[src/rtl/seq_ctrl_unit_if.sv]
// Bus bundle between the sequencer and its instruction ROM / accumulator datapath.
// master = sequencer side, slave = ROM/datapath side.
interface seq_ctrl_unit_if;
   logic        run;
   logic [15:0] instr;
   logic        acc_neg;
   logic [7:0]  pc_addr;
   logic [15:0] ir;
   logic        acc_clr;
   logic        acc_com;
   logic        acc_shr;
   logic        acc_csl;
   logic        acc_ld;
   logic        acc_add;
   logic        mem_re;
   logic        mem_we;
   logic [9:0]  mem_addr;
   logic        halted;
   logic        illegal;
   logic [15:0] instr_cnt;

   modport master (
      input  run, instr, acc_neg,
      output pc_addr, ir, acc_clr, acc_com, acc_shr, acc_csl, acc_ld, acc_add,
             mem_re, mem_we, mem_addr, halted, illegal, instr_cnt
   );

   modport slave (
      output run, instr, acc_neg,
      input  pc_addr, ir, acc_clr, acc_com, acc_shr, acc_csl, acc_ld, acc_add,
             mem_re, mem_we, mem_addr, halted, illegal, instr_cnt
   );
endinterface

[src/rtl/seq_ctrl_unit.sv]
// Instruction sequencer: fetch/execute/memory FSM driving single-cycle accumulator
// and data-memory strobes, with halt, sticky illegal-opcode flag and retire counter.
module seq_ctrl_unit #(
   parameter logic [7:0] PC_RESET = 8'h00,
   parameter logic [5:0] HLT_OPC  = 6'b111111
) (
   input logic           clk,
   input logic           rst_n,
   seq_ctrl_unit_if.master bus
);

   localparam logic [5:0] OP_NOP = 6'b000000;
   localparam logic [5:0] OP_CLA = 6'b000001;
   localparam logic [5:0] OP_COM = 6'b000010;
   localparam logic [5:0] OP_SHR = 6'b000011;
   localparam logic [5:0] OP_CSL = 6'b000100;
   localparam logic [5:0] OP_ADD = 6'b000110;
   localparam logic [5:0] OP_STA = 6'b000111;
   localparam logic [5:0] OP_LDA = 6'b001000;
   localparam logic [5:0] OP_JMP = 6'b001001;
   localparam logic [5:0] OP_BAN = 6'b001010;

   typedef enum logic [2:0] {IDLE, FETCH, EXEC, MEM, HALT} state_t;

   state_t      state, state_nx;
   logic [7:0]  pc, pc_nx;
   logic [15:0] ir;
   logic [15:0] cnt;
   logic        illegal_q;
   logic [5:0]  opc;
   logic        load_ir, retire, set_illegal;
   logic        clr, com, shr, csl, ld, add, re, we;

   assign opc = ir[15:10];

   always_comb begin
      state_nx    = state;
      pc_nx       = pc;
      load_ir     = 1'b0;
      retire      = 1'b0;
      set_illegal = 1'b0;
      clr = 1'b0; com = 1'b0; shr = 1'b0; csl = 1'b0;
      ld  = 1'b0; add = 1'b0; re  = 1'b0; we  = 1'b0;
      case (state)
         IDLE: if (bus.run) state_nx = FETCH;
         FETCH: begin
            if (bus.run) begin
               load_ir  = 1'b1;
               state_nx = EXEC;
            end else begin
               state_nx = IDLE;
            end
         end
         EXEC: begin
            retire   = 1'b1;
            pc_nx    = pc + 8'd1;
            state_nx = FETCH;
            // Halt opcode is checked first so an overridden HLT_OPC wins over any decode below.
            if (opc == HLT_OPC) begin
               pc_nx    = pc;
               state_nx = HALT;
            end else begin
               case (opc)
                  OP_NOP: ;
                  OP_CLA: clr = 1'b1;
                  OP_COM: com = 1'b1;
                  OP_SHR: shr = 1'b1;
                  OP_CSL: csl = 1'b1;
                  OP_STA: we  = 1'b1;
                  OP_LDA, OP_ADD: begin
                     re       = 1'b1;
                     retire   = 1'b0;
                     pc_nx    = pc;
                     state_nx = MEM;
                  end
                  OP_JMP: pc_nx = ir[7:0];
                  OP_BAN: if (bus.acc_neg) pc_nx = ir[7:0];
                  default: set_illegal = 1'b1;
               endcase
            end
         end
         MEM: begin
            retire   = 1'b1;
            pc_nx    = pc + 8'd1;
            state_nx = FETCH;
            if (opc == OP_LDA) ld = 1'b1;
            else               add = 1'b1;
         end
         HALT: state_nx = HALT;
         default: state_nx = IDLE;
      endcase
   end

   always_ff @(posedge clk) begin
      if (!rst_n) begin
         state     <= IDLE;
         pc        <= PC_RESET;
         ir        <= '0;
         cnt       <= '0;
         illegal_q <= 1'b0;
      end else begin
         state <= state_nx;
         pc    <= pc_nx;
         if (load_ir)     ir        <= bus.instr;
         if (retire)      cnt       <= cnt + 16'd1;
         if (set_illegal) illegal_q <= 1'b1;
      end
   end

   // Strobes are gated by rst_n so a reset landing in EXEC/MEM cancels the pending pulse.
   assign bus.acc_clr   = clr & rst_n;
   assign bus.acc_com   = com & rst_n;
   assign bus.acc_shr   = shr & rst_n;
   assign bus.acc_csl   = csl & rst_n;
   assign bus.acc_ld    = ld  & rst_n;
   assign bus.acc_add   = add & rst_n;
   assign bus.mem_re    = re  & rst_n;
   assign bus.mem_we    = we  & rst_n;
   assign bus.pc_addr   = pc;
   assign bus.ir        = ir;
   assign bus.mem_addr  = ir[9:0];
   assign bus.halted    = (state == HALT);
   assign bus.illegal   = illegal_q;
   assign bus.instr_cnt = cnt;

endmodule

[src/flat_wrapper.sv]
// flat-port wrapper written by rule: the top's interface ports become plain ports
module seq_ctrl_unit_flat 
#(
   parameter logic [7:0] PC_RESET = 8'h00,
   parameter logic [5:0] HLT_OPC  = 6'b111111
)
  (clk, rst_n, bus_run, bus_instr, bus_acc_neg, bus_pc_addr, bus_ir, bus_acc_clr, bus_acc_com, bus_acc_shr, bus_acc_csl, bus_acc_ld, bus_acc_add, bus_mem_re, bus_mem_we, bus_mem_addr, bus_halted, bus_illegal, bus_instr_cnt);
  seq_ctrl_unit_if bus_i ();
  input logic clk;
  input logic rst_n;
  input wire logic [$bits(bus_i.run)-1:0] bus_run;
  input wire logic [$bits(bus_i.instr)-1:0] bus_instr;
  input wire logic [$bits(bus_i.acc_neg)-1:0] bus_acc_neg;
  output wire logic [$bits(bus_i.pc_addr)-1:0] bus_pc_addr;
  output wire logic [$bits(bus_i.ir)-1:0] bus_ir;
  output wire logic [$bits(bus_i.acc_clr)-1:0] bus_acc_clr;
  output wire logic [$bits(bus_i.acc_com)-1:0] bus_acc_com;
  output wire logic [$bits(bus_i.acc_shr)-1:0] bus_acc_shr;
  output wire logic [$bits(bus_i.acc_csl)-1:0] bus_acc_csl;
  output wire logic [$bits(bus_i.acc_ld)-1:0] bus_acc_ld;
  output wire logic [$bits(bus_i.acc_add)-1:0] bus_acc_add;
  output wire logic [$bits(bus_i.mem_re)-1:0] bus_mem_re;
  output wire logic [$bits(bus_i.mem_we)-1:0] bus_mem_we;
  output wire logic [$bits(bus_i.mem_addr)-1:0] bus_mem_addr;
  output wire logic [$bits(bus_i.halted)-1:0] bus_halted;
  output wire logic [$bits(bus_i.illegal)-1:0] bus_illegal;
  output wire logic [$bits(bus_i.instr_cnt)-1:0] bus_instr_cnt;
  assign bus_i.run = bus_run;
  assign bus_i.instr = bus_instr;
  assign bus_i.acc_neg = bus_acc_neg;
  assign bus_pc_addr = bus_i.pc_addr;
  assign bus_ir = bus_i.ir;
  assign bus_acc_clr = bus_i.acc_clr;
  assign bus_acc_com = bus_i.acc_com;
  assign bus_acc_shr = bus_i.acc_shr;
  assign bus_acc_csl = bus_i.acc_csl;
  assign bus_acc_ld = bus_i.acc_ld;
  assign bus_acc_add = bus_i.acc_add;
  assign bus_mem_re = bus_i.mem_re;
  assign bus_mem_we = bus_i.mem_we;
  assign bus_mem_addr = bus_i.mem_addr;
  assign bus_halted = bus_i.halted;
  assign bus_illegal = bus_i.illegal;
  assign bus_instr_cnt = bus_i.instr_cnt;
  seq_ctrl_unit #(.PC_RESET(PC_RESET), .HLT_OPC(HLT_OPC)) u_core (.clk(clk), .rst_n(rst_n), .bus(bus_i));
endmodule
[config.mk]
export PLATFORM = sky130hd
export DESIGN_NAME = seq_ctrl_unit_flat
export DESIGN_NICKNAME = d
export VERILOG_FILES = /design/src/rtl/seq_ctrl_unit_if.sv /design/src/rtl/seq_ctrl_unit.sv /design/src/flat_wrapper.sv
export SDC_FILE = /design/constraint.sdc
export NUM_CORES = 1
export LEC_CHECK = 0
export CORE_ASPECT_RATIO = 1.4
export CORE_UTILIZATION = 49
export DETAILED_ROUTE_END_ITERATION = 8
export PLACE_DENSITY = 0.85
export SETUP_SLACK_MARGIN = 0.15
export SLEW_MARGIN = 20
export SYNTH_ARGS = -nofsm -noshare
export SYNTH_HDL_FRONTEND = slang
export SYNTH_SLANG_ARGS = --single-unit
export TNS_END_PERCENT = 100
[constraint.sdc]
create_clock -name clk -period 3 [get_ports clk]
set_clock_uncertainty 0.05 [all_clocks]
set_input_delay 0.6 -clock clk [delete_from_list [all_inputs] [get_ports clk]]
set_output_delay 0.6 -clock clk [all_outputs]
set_load 0.02 [all_outputs]
-- Yosys cells after proc, flatten, opt, wreduce, memory -nomap -nowiden
Cells that the tools add are included.
- register bits after elaboration: 44
- input port bits: 20
- output and inout port bits: 60
- word-level logic and storage cells: 77
- add/subtract/negate cells: 2
- equality and inequality tests: 17
- multiplexer cells: 39
- bitwise logic cells: 8
- reduce and logical (&&, ||, !) cells: 6
- operator list (cell ; count):
    2-to-1 mux 1 bit ; 29
    one-hot mux 8 bit (3 select lines) ; 1
    == test 6 x 3 -> 1 bit (second input constant) ; 3
    == test 6 x 4 -> 1 bit (second input constant) ; 3
    adder 16 x 1 -> 16 bit (second input constant) ; 1
    2-to-1 mux 8 bit ; 2
    one-hot mux 8 bit (2 select lines) ; 1
    one-hot mux 3 bit (5 select lines) ; 1
    == test 6 x 2 -> 1 bit (second input constant) ; 2
    OR reduction 10 bit ; 1
    adder 8 x 1 -> 8 bit (second input constant) ; 1
    bitwise AND 1 bit ; 8
    == test 3 x 2 -> 1 bit (second input constant) ; 2
    == test 6 x 1 -> 1 bit (second input constant) ; 1
    == test 6 bit (second input constant) ; 1
    zero test 6 bit ; 1
    2-to-1 mux 3 bit ; 2
    != test 2 bit (second input constant) ; 3
    2-to-1 mux 2 bit ; 2
    == test 3 x 1 -> 1 bit (second input constant) ; 1
    == test 3 bit (second input constant) ; 1
    zero test 3 bit ; 1
    AND reduction 3 bit ; 1
    one-hot mux 1 bit (2 select lines) ; 1
    2 further kinds ; 2

-- Depth between registers and ports, before layout
Gate-level depths: netlist of the first run.
- word-level depth: 6
- mapped depth: 8
- gate-level depth less buffers: 6

-- Worst setup path after synthesis of the first run
Ideal clock, no wire load.
- kind: register -> output
- start: register u_core.ir[12], in the netlist u_core.bus.ir[12]
- end: output bus_mem_re
- arrival time: 1.759 ns
- data required time: 2.350 ns
- path slack: 0.591 ns
- cell stages (with the launch flop): 5
- buffers on the path: 1
- path through: dfxtp_1 -> buf_6 -> or3b_1 -> a211oi_1 -> nor3b_1
- word-level cells in the longest chain between the ends: 6
- elaborated cells between the ends (all ways): 8
- classes of those cells: eq/ne (3); mux (3); bitwise (1); reduce/logical (1)
- RTL lines (what ; RTL line ; source):
    from (decl) ; seq_ctrl_unit.sv:27 ; logic [15:0] ir;
    from (signal assigned) ; seq_ctrl_unit.sv:104 ; if (load_ir) ir <= bus.instr;
    == test 6 x 3 -> 1 bit / == test 6 x 4 -> 1 bit (equally long branches) ; seq_ctrl_unit.sv:63 ; case (opc)
    OR reduction 2 bit ; n/a ;
    2-to-1 mux 1 bit ; seq_ctrl_unit.sv:63 ;
    2-to-1 mux 1 bit (*) ; seq_ctrl_unit.sv:59 ; if (opc == HLT_OPC) begin
    2-to-1 mux 1 bit (*) ; seq_ctrl_unit.sv:44 ; case (state)
    bitwise AND 1 bit (*) ; seq_ctrl_unit.sv:117 ; assign bus.mem_re = re & rst_n;
    to (decl) ; flat_wrapper.sv:22 ; output wire logic [$bits(bus_i.mem_re)-1:0] bus_mem_re;
Mark *: on every way between the ends. The rest lies on a longest branch, timed or not.

-- Worst setup path in the final report of the first run
- start: input rst_n
- end: output bus_acc_csl
- word-level cells in the longest chain between the ends: 1
- RTL lines (what ; RTL line ; source):
    from (decl) ; flat_wrapper.sv:10 ; input logic rst_n;
    bitwise AND 1 bit ; seq_ctrl_unit.sv:114 ; assign bus.acc_csl = csl & rst_n;
    to (decl) ; flat_wrapper.sv:19 ; output wire logic [$bits(bus_i.acc_csl)-1:0] bus_acc_csl;
Every way passes these cells.

==> results of run 1 <==
==> repair_timing <==
action	in CTS	in global routing
gates resized for setup	9	1
setup endpoints to repair	8	1
buffers inserted	0	0
==> Yosys cell counts (all sizes together) (5+ instances only) <==
master and count:
nand2 50, dfxtp 44, a21oi 31, nor2 23, buf 17, clkbuf 11, o21ai 10, nand3 8
nand4 7, or3 6, a21o 5, and3 5, nand2b 5, nor2b 5, nor3 5, nor4 5
xnor2 5
==> cell type report <==
class                      instances  share of cell area [%]
inverter                           3                   0.345
multi-input combinational        222                    39.4
sequential                        44                    27.0
clock buffer                       7                    2.95
clock inverter                     1                   0.920
timing repair buffer              92                    27.0
tap                               62                    2.38
==> flip-flops by register name, summed over array words and instances, names as in the netlist <==
name and flops:
u_core.bus.instr_cnt 16, u_core.bus.ir 16, u_core.bus.pc_addr 8, u_core.bus.illegal 1
u_core.state 3
==> cell usage in the layout, fill, tap and decap left out, types with 3 or more instances in the layout <==
cell type / count
a21o_1: 5
a21oi_1: 31
and2_1: 3
and3_1: 4
buf_4: 13
clkbuf_8: 7
clkdlybuf4s50_1: 71
dfxtp_1: 43
dlygate4sd2_1: 7
nand2_1: 50
nand2b_1: 5
nand3_1: 8
nand3b_1: 4
nand4_1: 7
nor2_1: 23
nor2b_1: 5
nor3_1: 5
nor4_1: 5
o211ai_1: 4
o21a_1: 4
o21ai_0: 9
o31ai_1: 3
or3_1: 6
xnor2_1: 5
xor2_1: 4
==> logic make-up after synthesis <==
family                     after synthesis  synth area share, %
AOI/OAI and AO/OA                       67                 17.8
xor gates and xnor gates                 9                 3.37
adders and majority gates                2                 1.07
buffers and inverters                   31                 7.70
DFF                                     44                 37.6
muxes                                    2                0.909
and+or+nand+nor                        142                 31.5
==> through the flow <==
stage / area [um^2] / setup slack [ps]
6_report: 3260 / 253
5_1_grt: 3260 / 160
4_1_cts: 3260 / 112
3_5_place_dp: 3140 / -3.53
3_3_place_gp: 3140 / 6.26
2_1_floorplan: 2340 / 591
==> worst min-delay path, cell delays in order, from the launching register on <==
cell	delay [ps]
dfxtp_1	330
nand2_1	60
a21oi_1	50
==> routing by layer <==
metal	wire (um)	part of all wire, %	vias to the layer above	GRT usage [%]
met2	3160	52	93	44.9
met3	454	7.4	11	5.74
met4	86	1.4	0	8.47
met1	2410	39	1126	29.9
met5	0	0	-	0
li1	-	-	1179	-
==> worst max-delay path by stage <==
stage	startpoint	endpoint	slack, ps
after floorplan	u_core.bus.ir[12]	bus_mem_re	590
after global placement	rst_n	bus_acc_csl	6
after detailed placement	rst_n	bus_acc_csl	-4
after CTS	u_core.bus.ir[13]	bus_mem_re	110
after global routing	u_core.bus.ir[12]	bus_acc_add	160
final	rst_n	bus_acc_csl	250
==> where the power goes <==
group	leakage [nW]	switching [mW]	internal [mW]
clock network	0.0645	0.203	0.294
registers	0.356	0.0119	0.593
logic	0.744	0.0721	0.0696
total	1.16	0.287	0.957
==> impl_metrics.yaml, run 1 <==
status:
  outcome: "finished, final reports clean"
cells_and_area:
  final_util_pct: 71.4
  n_fill_cell: 394
  fin_nets: 390
  seq_area_um2: 882
  drive_gt1_share_pct: 9.21
  multi_input_area_um2: 1280
  final_cell_count_no_fill: 431
  synthToLayoutAreaGrowth_pct: 39.4
  diodes: 0
critical_path:
  path_class: "input pin to output pin"
  cp.required_ps: 2350
  reg2reg_from: "u_core.bus.ir[10]"
  arrival_ps: 2100
  crit_buf_inv: 2
  worst_setup_path_end_kind: "output pin"
  crit_path_max_incr_delay_ps: 480
  ff2ff_path_depth: 6
  start_kind: "input pin"
  r2r_slack_ps: 810
  crit_family: "buffers and inverters"
  r2r_end: "u_core.bus.instr_cnt[15]"
  crit_path_top_delay_cell: "clkdlybuf4s50_1"
  worst-path-stages: 6
  cp_max_fo: 3
  crit_chain: "clkdlybuf4s50_1 > nand2b_1 > nor4_1 > nand2_1 > nor3_1 > dlygate4sd2_1"
timing:
  worst_slew_pin_slew_ps: 685
  fin_crit_sh_pct: 91.6
  finalCriticalPeriod_ps: 2750
  setup_viol: 0
  hold_viol_final: 0
  maxSlewHeadroom_pct: 54.2
  rsz0062_at_grt: "false"
  holdWs_ps: 429
  drv_slew: 0
  setup_tns_ps: 0
  max_clock_freq_ghz: 0.364
drt:
  drt_iter0_drc: 128
  viasPerCell: 5.59
  drt-pass1-iter-count: 4
  drc: 0
  wl_um: 6120
  dr_total_vias: 2409
  wire_per_inst_um: 14.2
  antenna_left: 0
clocking:
  cts_hold_buf: 0
  cts_tree: "built"
  numCtsBuffers: 5
  clkLatencyLatePin_ps: 300
  clockBufferDepth: 2
  cts.sinks: 44
  h-tree-depth: 2
  root_buffer: "clkbuf_8"
  clkTransAtPathRegs_ps: 90
global_route:
  grt_max_degree: 24
  antenna_found_initial: 0
  grt_pass1_wl_um: 10100
  grt_pass1_vias: 2213
  grt.overflow.total: 0
  track_usage_pct: 25.7
logic_synthesis:
  yosysUniqueCellTypes: 54
  synth.cell_area_um2: 2340
  ys_seq_area_share_pct: 37.6
  ys_seq_elements: 44
  synthFlopType: "dfxtp_1"
  netlist_top_cells_area: "dfxtp_1 (38%), nand2_1 (8.0%), a21oi_1 (6.6%)"
  synth_cells: 297
  synth_top_area_cell: "dfxtp_1"
  synth_top_area_share_pct: 37.6
  syn_avg_cell_area_um2: 7.88
  synth-edff-count: 0
  synth_nets: 319
  ys_warn_count: 0
  synthArstFlopShare_pct: 0
die:
  num_rows: 29
  die-area_um2: 5060
  fp.coreArea_um2: 4570
  initial_core_util_pct: 51.2
  io_pins: 80
  dieHeight_um: 83.8
  die-width_um: 60.4
min_path:
  hold_path_depth: 2
  hold_class: "register to register"
  hold_start: "u_core.bus.ir[8]"
  hold_end: "u_core.bus.ir[8]"
placed_design:
  place_congestion: 0.888
  hpwl_um: 4450
  io_buffers: 79
  dpl.cell_count: 423
power_and_ir_drop:
  totalPowerFinal_mw: 1.24
  p_leak_nw: 1.17
  ir_drop_uv: 327
  power_density_nw_per_um2: 381
flow_run:
  cap_viol_max_count: 0
No activity file was read; power rests on OpenSTA's default activity.
==> inputs of run 2 (changes only) <==
==> constraint.sdc (replaced) <==
create_clock -name clk -period 3 [get_ports clk]
set_clock_uncertainty 0.05 [all_clocks]
set_input_delay 0.45 -clock clk [delete_from_list [all_inputs] [get_ports clk]]
set_output_delay 0.45 -clock clk [all_outputs]
set_load 0.02 [all_outputs]
==> impl_metrics.yaml, run 2 (same netlist as run 1, synthesis figures left out) <==
cells_and_area:
  multi_input_area_um2: 1280
  fin_nets: 386
  final_cell_mix: "clkdlybuf4s50_1 (76), nand2_1 (50), dfxtp_1 (44), a21oi_1 (31), nor2_1 (23)"
  stdcell_area_um2: 3190
  final_common_cell: "clkdlybuf4s50_1"
  diodes: 0
  seq_area_um2: 881
  drive_gt1_share_pct: 7.12
  n_fill_cell: 393
  synthToLayoutAreaGrowth_pct: 36.5
placed_design:
  hpwl_um: 4440
  io_buffers: 79
  placedInstanceArea_um2: 3110
  place_congestion: 0.877
die:
  fp.coreArea_um2: 4570
  die-area_um2: 5060
  die-width_um: 60.4
  dieHeight_um: 83.8
  num_rows: 29
  io_pins: 80
  initial_core_util_pct: 51.2
drt:
  wire_per_inst_um: 14.0
  wl_um: 5980
  antenna_left: 0
  drc: 0
  drt-pass1-iter-count: 4
  dr_total_vias: 2343
  drt_iter0_drc: 103
  viasPerCell: 5.49
global_route:
  grt.overflow.total: 0
  grt_pass1_wl_um: 9630
  track_usage_pct: 24.6
  grt_max_degree: 24
  antenna_found_initial: 0
  grt_pass1_vias: 2120
clocking:
  clkTransAtPathRegs_ps: 80
  numCtsBuffers: 5
  clkLatencyLatePin_ps: 290
  clockBufferDepth: 2
  root_buffer: "clkbuf_8"
  cts_setup_buffers: 0
  cts_tree: "built"
  cts_hold_buf: 0
  h-tree-depth: 2
  cts.sinks: 44
  ctsResizeCount: 3
critical_path:
  worst-path-stages: 6
  crit_path_top_delay_cell: "clkdlybuf4s50_1"
  worst_setup_path_end_kind: "output pin"
  path_class: "input pin to output pin"
  r2r_slack_ps: 820
  crit_path_start: "rst_n"
  crit_path_frequent_cell: "clkdlybuf4s50_1"
  crit_buf_inv: 2
  crit_family: "buffers and inverters"
  r2r_end: "u_core.bus.pc_addr[5]"
  cp_max_fo: 4
  cp.required_ps: 2500
  arrival_ps: 2300
  crit_chain: "clkdlybuf4s50_1 > nand2b_1 > nor4_1 > nand2_1 > nor3_1 > clkdlybuf4s50_1"
  ff2ff_path_depth: 7
  start_kind: "input pin"
  crit_path_max_incr_delay_ps: 630
  crit_path_end: "bus_acc_csl"
  reg2reg_from: "u_core.bus.ir[10]"
power_and_ir_drop:
  power_density_nw_per_um2: 351
  internal-power_mw: 0.847
  p_switching_mw: 0.274
  clkPwrFrac_pct: 33.9
  p_leak_nw: 1.08
  p_comb_share_pct: 11.8
  ir_drop_uv: 275
  p_seq_share_pct: 54.3
  switching_share_pct: 24.5
timing:
  hold_viol_final: 0
  drv_slew: 0
  rsz0062_at_grt: "false"
  max_clock_freq_ghz: 0.358
  maxSlewHeadroom_pct: 53.7
  worst_slew_pin_slew_ps: 693
  finalCriticalPeriod_ps: 2800
  setup_viol: 0
  setup_tns_ps: 0
  fin_crit_sh_pct: 93.2
status:
  outcome: "finished, final reports clean"
min_path:
  hold_class: "register to register"
flow_run:
  cap_viol_max_count: 0
==> run 2: worst reg2reg max path, delay by kind of cell (launching register included) <==
kind | cells | cell delay [ps]
AOI/OAI and AO/OA | 3 | 370
buffers and inverters | 2 | 360
DFF | 1 | 610
and+or+nand+nor | 2 | 710
==> run 2: final cells by class <==
cell class / instances / share of cell area (%)
Clock buffer: 8 / 2.82
Timing Repair Buffer: 88 / 26.8
Multi-Input combinational cell: 222 / 40.1
Inverter: 3 / 0.353
Tap cell: 62 / 2.43
Sequential cell: 44 / 27.6
==> run 2: worst min path at each step <==
stage,start,to,slack [ps],cells past startpoint
after floorplan,u_core.state[1],u_core.state[0],430,2
after CTS,u_core.bus.ir[8],u_core.bus.ir[8],420,2
after detailed placement,u_core.bus.illegal,u_core.bus.illegal,410,1
final,u_core.bus.ir[8],u_core.bus.ir[8],430,2
after global routing,u_core.bus.illegal,u_core.bus.illegal,450,1
after global placement,u_core.bus.illegal,u_core.bus.illegal,410,1
==> run 2: power groups by stage <==
stage                     logic [mW]  registers, mW  clock network, mW
after floorplan               0.0672          0.627                  0
after global placement         0.130          0.622                  0
after detailed placement       0.132          0.622                  0
after CTS                      0.133          0.608              0.389
after global routing           0.144          0.611              0.411
final                          0.133          0.609              0.380
==> run 2: metal layers <==
layer	global-route usage [%]	vias to the layer above	share of wire [%]	routed length, um
met1	28.7	1078	41	2460
met4	10.3	0	2.4	142
met3	5.43	14	7.1	422
met2	41.8	87	49	2960
met5	0	-	0	0
li1	-	1164	-	-
==> run 2: per-stage QoR <==
stage / instances / hold WS (ps) / utilization (%) / total power, mW / setup WS (ps)
floorplan: 297 / 430 / - / 0.694 / 741
global placement: 419 / 405 / 68.0 / 0.752 / 273
detailed placement: 419 / 410 / 68.0 / 0.755 / 249
CTS: 427 / 425 / 69.9 / 1.13 / 218
global route: 427 / 449 / 69.9 / 1.17 / 163
finish: 427 / 426 / 69.9 / 1.12 / 204
==> inputs of run 3 (changes only) <==
--- a/config.mk
+++ b/config.mk
@@ -5,7 +5,7 @@
 export SDC_FILE = /design/constraint.sdc
 export NUM_CORES = 1
 export LEC_CHECK = 0
-export CORE_ASPECT_RATIO = 1.4
+export CORE_ASPECT_RATIO = 0.7
 export CORE_UTILIZATION = 49
 export DETAILED_ROUTE_END_ITERATION = 8
 export PLACE_DENSITY = 0.85
==> impl_metrics.yaml, run 3 (same netlist as run 1, synthesis figures left out) <==
status:
  outcome: "complete, but fails checks"
  violations: "DRC"
clocking:
  h-tree-depth: 2
  numCtsBuffers: 5
  root_buffer: "clkbuf_8"
  clkTransAtPathRegs_ps: 80
  cts_setup_buffers: 0
  clkLatencyLatePin_ps: 300
  cts_tree: "built"
  clockBufferDepth: 2
  cts.sinks: 44
critical_path:
  r2r_slack_ps: 790
  ff2ff_path_depth: 6
  crit_path_max_incr_delay_ps: 620
  crit_path_frequent_cell: "clkdlybuf4s50_1"
  cp_max_fo: 4
  crit_path_top_delay_cell: "clkdlybuf4s50_1"
  worst_setup_path_end_kind: "output pin"
  r2r_end: "u_core.bus.pc_addr[1]"
  arrival_ps: 2230
  crit_chain: "clkdlybuf4s50_1 > nand2b_1 > nor4_1 > nand2_1 > nor2_1 > clkdlybuf4s50_1"
  cp.required_ps: 2500
  reg2reg_from: "u_core.bus.ir[12]"
  path_class: "input pin to output pin"
  start_kind: "input pin"
global_route:
  track_usage_pct: 24.7
  grt_pass1_wl_um: 9730
  grt_pass1_vias: 2107
  antenna_found_initial: 0
  grt_max_degree: 22
  grt.overflow.total: 0
drt:
  viasPerCell: 5.58
  drc: 2
  wire_per_inst_um: 14.3
  dr_total_vias: 2339
  drt_iter0_drc: 164
  drt-pass1-iter-count: 6
  wl_um: 6010
  antenna_left: 0
placed_design:
  dpl.cell_count: 411
  placedInstanceArea_um2: 3090
  place_congestion: 0.845
  io_buffers: 79
  hpwl_um: 4370
die:
  io_pins: 80
  initial_core_util_pct: 52.6
  dieHeight_um: 59.8
  die-area_um2: 5060
  die-width_um: 84.6
  fp.coreArea_um2: 4450
  num_rows: 20
timing:
  finalCriticalPeriod_ps: 2730
  holdWs_ps: 433
  drv_slew: 0
  fin_crit_sh_pct: 91.0
  maxSlewHeadroom_pct: 54.4
  rsz0062_at_grt: "false"
  hold_viol_final: 0
  setup_tns_ps: 0
  setup_viol: 0
  worst_slew_pin_slew_ps: 681
  max_clock_freq_ghz: 0.366
power_and_ir_drop:
  p_leak_nw: 1.12
  ir_drop_uv: 239
  power_density_nw_per_um2: 353
flow_run:
  cap_viol_max_count: 0
min_path:
  hold_class: "register to register"
  hold_path_depth: 2
  hold_start: "u_core.bus.ir[8]"
  hold_end: "u_core.bus.ir[8]"
cells_and_area:
  drive_gt1_share_pct: 7.97
  synthToLayoutAreaGrowth_pct: 36.4
  final_common_cell: "clkdlybuf4s50_1"
  final_cell_count_no_fill: 419
  n_fill_cell: 365
  diodes: 0
  stdcell_area_um2: 3190
  fin_nets: 385
  final_cell_mix: "clkdlybuf4s50_1 (75), nand2_1 (50), dfxtp_1 (43), a21oi_1 (31), nor2_1 (23)"
## run 3: cell count changes in the layout (fill, tap and decap cells not counted)
cell,delta
dlygate4sd2_1,-1
clkbuf_1,-2
buf_4,-1
dlymetal6s2s_1,+2
a211oi_2,+1
dfxtp_1,-1
a211oi_1,-1
clkdlybuf4s50_1,-1
dfxtp_2,+1
clkinv_2,+2
## run 3: cell type report
class	count	area, um^2	share of cell area, %
Tap cell	55	68.8	2.16
Sequential cell	44	882	27.6
Clock buffer	6	82.6	2.59
Timing Repair Buffer	87	853	26.7
Clock inverter	2	10.0	0.313
Multi-Input combinational cell	222	1280	40.2
Inverter	3	11.3	0.353
## run 3: power by group
group	switching [mW]	internal (mW)	total [mW]
registers	0.0141	0.593	0.608
clock network	0.199	0.184	0.383
logic	0.0700	0.0671	0.137
total	0.283	0.844	1.13
## run 3: how the worst max path moves through the flow
stage | to | from
after global placement | bus_acc_csl | rst_n
after floorplan | bus_mem_re | u_core.bus.ir[12]
after global routing | bus_acc_shr | u_core.state[1]
after CTS | bus_mem_re | u_core.bus.ir[12]
after detailed placement | bus_acc_csl | rst_n
final | bus_mem_we | rst_n
## run 3: metal layers
metal	wire length, um	track usage [%]	up-vias	part of all wire [%]
met1	2750	32.4	1072	46
met3	515	6.35	9	8.6
met2	2660	40.3	88	44
li1	-	-	1170	-
met5	0	0	-	0
met4	72	8.47	0	1.2
## run 3: critical path: cells and delay by family
family | cells | cell delay, ps
simple gates | 4 | 670
buf+inv | 2 | 1120
## run 3: metrics by stage
stage	setup WS, ps	power, mW	util [%]
6_report	269	1.13	71.7
5_1_grt	162	1.17	71.7
4_1_cts	176	1.13	71.6
3_5_place_dp	236	0.756	69.4
3_3_place_gp	262	0.754	69.4
2_1_floorplan	741	0.694	-
## run 3: timing repair
action	in CTS	in global routing
hold buffers	0	0
resized for setup	4	2
setup endpoints to repair	3	2
pin swaps	0	0
